**src/rtl/io_input_mmio.sv**
```systemverilog
// Memory-mapped switch/button input block: 2-flop sync, tick-sampled debounce, sticky W1C press flags, maskable irq.
// Loads return registered data one cycle after the request; there is no backpressure (core load stall absorbs latency).
module io_input_mmio #(
    parameter logic [31:0] BASE_ADDR      = 32'h0000_7800,
    parameter int          TICK_CYCLES    = 50000,
    parameter bit          BTN_ACTIVE_LOW = 1'b1
) (
    input  logic        i_clk,
    input  logic        i_rst_n,
    input  logic [31:0] i_io_sw,
    input  logic [3:0]  i_io_btn,
    input  logic [31:0] i_lsu_addr,
    input  logic        i_lsu_rden,
    input  logic        i_lsu_wren,
    input  logic [31:0] i_st_data,
    output logic        o_hit,
    output logic [31:0] o_ld_data,
    output logic        o_ld_vld,
    output logic        o_irq
);

    localparam int          CW      = (TICK_CYCLES > 1) ? $clog2(TICK_CYCLES) : 1;
    localparam logic [3:0]  BTN_INV = BTN_ACTIVE_LOW ? 4'hF : 4'h0;

    logic [CW-1:0] cnt;
    logic          tick;
    logic [35:0]   sync1, sync2, in_sync;
    logic [35:0]   smp0, smp1;
    logic [35:0]   deb, deb_next;
    logic [3:0]    btn_edge, btn_edge_next, edge_set, edge_clr;
    logic [3:0]    mask, mask_next;
    logic          wr_hit, rd_hit;
    logic [1:0]    off;
    logic [31:0]   rd_mux;
    logic          unused_bits;

    assign unused_bits = &{1'b0, i_lsu_addr[1:0], i_st_data[31:4]};

    assign o_hit  = (i_lsu_addr[31:4] == BASE_ADDR[31:4]);
    assign off    = i_lsu_addr[3:2];
    assign wr_hit = i_lsu_wren & o_hit;
    assign rd_hit = i_lsu_rden & o_hit;

    assign tick    = (cnt == CW'(TICK_CYCLES - 1));
    assign in_sync = {sync2[35:32] ^ BTN_INV, sync2[31:0]};

    // Window is the new sample plus the two stored ones: all-1 -> 1, all-0 -> 0, mixed -> hold.
    always_comb begin
        deb_next = deb;
        if (tick) begin
            deb_next = (in_sync & smp0 & smp1) | (deb & (in_sync | smp0 | smp1));
        end
    end

    assign edge_set      = deb_next[35:32] & ~deb[35:32];
    assign edge_clr      = (wr_hit && off == 2'd2) ? i_st_data[3:0] : 4'h0;
    assign btn_edge_next = (btn_edge & ~edge_clr) | edge_set;
    assign mask_next     = (wr_hit && off == 2'd3) ? i_st_data[3:0] : mask;

    always_comb begin
        rd_mux = 32'h0;
        case (off)
            2'd0:    rd_mux = deb[31:0];
            2'd1:    rd_mux = {28'h0, deb[35:32]};
            2'd2:    rd_mux = {28'h0, btn_edge};
            default: rd_mux = {28'h0, mask};
        endcase
    end

    always_ff @(posedge i_clk or negedge i_rst_n) begin
        if (!i_rst_n) begin
            cnt   <= '0;
            sync1 <= '0;
            sync2 <= '0;
            smp0  <= '0;
            smp1  <= '0;
            deb   <= '0;
        end else begin
            cnt   <= tick ? '0 : cnt + 1'b1;
            sync1 <= {i_io_btn, i_io_sw};
            sync2 <= sync1;
            if (tick) begin
                smp0 <= in_sync;
                smp1 <= smp0;
            end
            deb <= deb_next;
        end
    end

    always_ff @(posedge i_clk or negedge i_rst_n) begin
        if (!i_rst_n) begin
            btn_edge  <= '0;
            mask      <= '0;
            o_irq     <= 1'b0;
            o_ld_vld  <= 1'b0;
            o_ld_data <= '0;
        end else begin
            btn_edge  <= btn_edge_next;
            mask      <= mask_next;
            o_irq     <= |(btn_edge_next & mask_next);
            o_ld_vld  <= rd_hit;
            o_ld_data <= rd_hit ? rd_mux : 32'h0;
        end
    end

endmodule
```
**config.mk**
```make
export PLATFORM = sky130hd
export DESIGN_NAME = io_input_mmio
export DESIGN_NICKNAME = d
export VERILOG_FILES = /design/src/rtl/io_input_mmio.sv
export SDC_FILE = /design/constraint.sdc
export NUM_CORES = 1
export LEC_CHECK = 0
export BUFFER_PORTS_ARGS = -buffer_cell sky130_fd_sc_hd__buf_2
export CAP_MARGIN = 40
export CORE_MARGIN = 2
export CORE_UTILIZATION = 40
export DETAILED_ROUTE_END_ITERATION = 10
export SLEW_MARGIN = 40
export SYNTH_ARGS = -nofsm -noshare
export SYNTH_HDL_FRONTEND = slang
export SYNTH_SLANG_ARGS = --single-unit
```
**constraint.sdc**
```tcl
create_clock -name i_clk -period 6.38 [get_ports i_clk]
set_clock_uncertainty 0.1 [all_clocks]
set_input_delay 0.319 -clock i_clk [delete_from_list [all_inputs] [get_ports i_clk]]
set_output_delay 0.319 -clock i_clk [all_outputs]
set_load 0.01 [all_outputs]
```
==> metrics <==
status finished clean; CP Capture Type flip-flop; R2R cell count 7; Tmin final 2.773 ns; RSZ-0062 raised after global routing no; synth top area cells dfrtp_1 (68%), nand2_1 (9.1%), a31oi_1 (2.3%), or3_1 (2.3%), and2_1 (2.1%); area grow syn2layout 23.99%; CP most frequent cell buf_4; RePlAce Congestion 0.7676; Die Y 151.8 um; Synth area leader dfrtp_1; Max Cap Viol 0; vias in the first global route 5,538; Max clock buf depth 3; Initial Util 0.4041; kind of critical path reg -> reg; Buf/Inv on CP 2; clock sink count 238; Worst path depth 7; Tcrit/Tclk final 0.4347; TritonCTS clock tree built; setup bufs post-CTS 0; Worst-Margin Slew 0.7971 ns; DRC viols 0; Async S/R FF share, synth 1.000; Final Instance Area 10,830 um^2; die footprint 23,040 um^2; layout cell share with drive strength beyond 1 0.1864; EDFF count, synth 0; Hold Vio Cnt, Final 0; Post-layout nets 1,025; 1st-pass router iterations 4; PortBufs 108; largest net degree at the start of global routing 108; Ys Warns 0; hold-critical path depth 3; worst hold path class in -> reg; Top FF cell, synth dfrtp_1; CP Max Fanout 30; Total GRT Usage 0.1436; final core utilization 0.5010; Req. time, crit path 6.69 ns; DR iter-0 viols 302; Filler Cell Count 1,951; sequential fraction of the synthesis area 0.6818; Slew Viols, Final 0; DP Area 9593 um^2; Yosys cell types 46; first-pass GRT wire length 26.89 mm; Worst-Skew Late Latency 0.53 ns; max incr delay on CP 0.51 ns; Mapped Avg Cell Area 11.35 um^2; vias 5,793; Post-CTS Resized 0; GRT overflow 0; row count 54; Peak Freq 360.6 MHz; core area 21,620 um^2; vias per inst 4.752; setup TNS 0 ns; Setup WS pre-CTS 3.512 ns; Worst VDD drop 0.2441 mV; area of the multi-input gates 2595 um^2; detailed placer's ending HPWL 9.489 mm; slowest CP cell nand4_1; flops & latches, synth 238; register area 5956 um^2; PD cells 286.3 nW/um^2; Crit path max-delay family simple AND/OR/NAND/NOR gates; post-DR wirelength/cell 12.98 um; worst path arrival time 3.08 ns; critical-path cell list nor4bb_1 -> nand4_1 -> buf_4 -> buf_4 -> or3_1 -> a21oi_1 -> nor2_1; total detailed-routing wirelength 15.82 mm; Worst-path clk slew 0.06 ns; CTS Root Cell clkbuf_16; final-report setup violation count 0; syn nets 875; H-tree depth 1; antenna diode count 0; Max-slew headroom 0.4686; Final ANT Viol Nets 0; total power 3.101 mW; initial antenna violation count 0; Yosys top cell area share 0.6818; Post-Synthesis Cells 770; cts bufs inserted 26; Top Ports 139; PnR worst setup slack 3.607 ns; CP Launch Type flip-flop; Post-Syn Area 8736 um^2; Leak 5.366 nW; die span in x 151.8 um
layout by cell type (no fill, tap or decap), drive strengths merged, types with 3 or more instances in the layout:
cell type / netlist / routed
clkinv: 0 / 6
mux4: 4 / 4
xor2: 9 / 9
o22a: 3 / 3
or4: 5 / 5
dfrtp: 238 / 238
and2: 30 / 30
a21boi: 6 / 6
inv: 7 / 7
nand3: 10 / 10
nor3: 6 / 6
or3: 32 / 32
clkbuf: 27 / 38
o21ai: 13 / 13
xnor2: 5 / 5
a31oi: 32 / 32
dlygate4sd3: 0 / 38
or2: 6 / 6
nand2: 213 / 213
nor2: 43 / 43
buf: 7 / 118
a21oi: 32 / 32
nor2b: 4 / 4
nor4: 10 / 10
nand4b: 5 / 5
and3: 8 / 8
synthesized netlist by cell type (3+ instances only):
master	number
nor2_1	43
nand4b_1	5
xor2_1	9
clkbuf_1	25
mux4_2	4
a21boi_0	5
and3_1	5
a21oi_1	32
o22a_1	3
or3_1	32
nor3_1	5
nor4_1	8
or4_1	4
inv_1	7
nor2b_1	4
and2_1	30
xnor2_1	5
nand3_1	9
o21ai_0	13
or2_1	6
and3_2	3
a31oi_1	32
dfrtp_1	238
buf_2	4
nand2_1	212
flip-flops by register name, indices dropped and copies added, names as in the netlist:
signal and cells:
smp1 36, o_irq 1, sync2 36, smp0 36, mask 4, deb 36, o_ld_vld 1, sync1 36
btn_edge 4, cnt 16, o_ld_data 32
logic make-up (layout without fill, tap and decap cells):
group,after synthesis,in the layout,share of synthesized area
AO/OA/AOI/OAI,90,90,0.06130
XOR/XNOR,14,14,0.01404
adder cells (fa/ha/maj),1,1,0.001432
buffers and inverters,41,210,0.02220
flip-flops,238,238,0.6818
multiplexers,5,5,0.01203
AND/OR/NAND/NOR,381,381,0.2072
repair_timing:
item,CTS,global route
hold endpoints to repair,185,0
hold buffers,38,0
setup endpoints to repair,0,0
power by group:
group / internal, mW / switching [mW]
Combinational: 0.0385 / 0.0428
Clock: 0.891 / 0.584
Sequential: 1.53 / 0.0116
worst paths after layout:
kind                       slack (ns)           end  startpoint
min                              0.04  o_ld_data[1]  i_lsu_rden
max                              3.61       deb[30]     cnt[12]
max in group asynchronous        4.84     sync1[18]     i_rst_n
min in group asynchronous        0.12      smp1[35]     i_rst_n
max reg2reg                      3.61       deb[30]     cnt[12]
min reg2reg                      0.24     sync2[15]   sync1[15]
per-stage QoR:
step	hold WS [ns]	std cells
CTS	0.03235	1219
finish	0.04214	1219
detailed placement	0.06471	1134
global route	0.04714	1219
floorplan	-0.07659	770
global placement	0.2320	1131
worst min-delay path, stage by stage:
cell and delay, ns:
buf_2 0.10, nand3_2 0.14, nor2b_1 0.07
per-layer routing:
layer,vias up,GRT usage,share of wire,wire [um]
li1,2872,-,-,-
met1,2815,0.2025,0.48,7520
met2,82,0.2277,0.46,7351
met3,24,0.03114,0.043,682
met4,0,0.03704,0.017,265
met5,-,0,0,0
final cells by class:
type / instances / share of cell area
clock buffer: 38 / 0.06885
clock inverter: 9 / 0.01040
inverter: 7 / 0.002426
multi-input combinational: 491 / 0.2396
sequential: 238 / 0.5498
tap: 280 / 0.03234
timing repair buffer: 156 / 0.09657
Power figures use the tool's default switching activity.
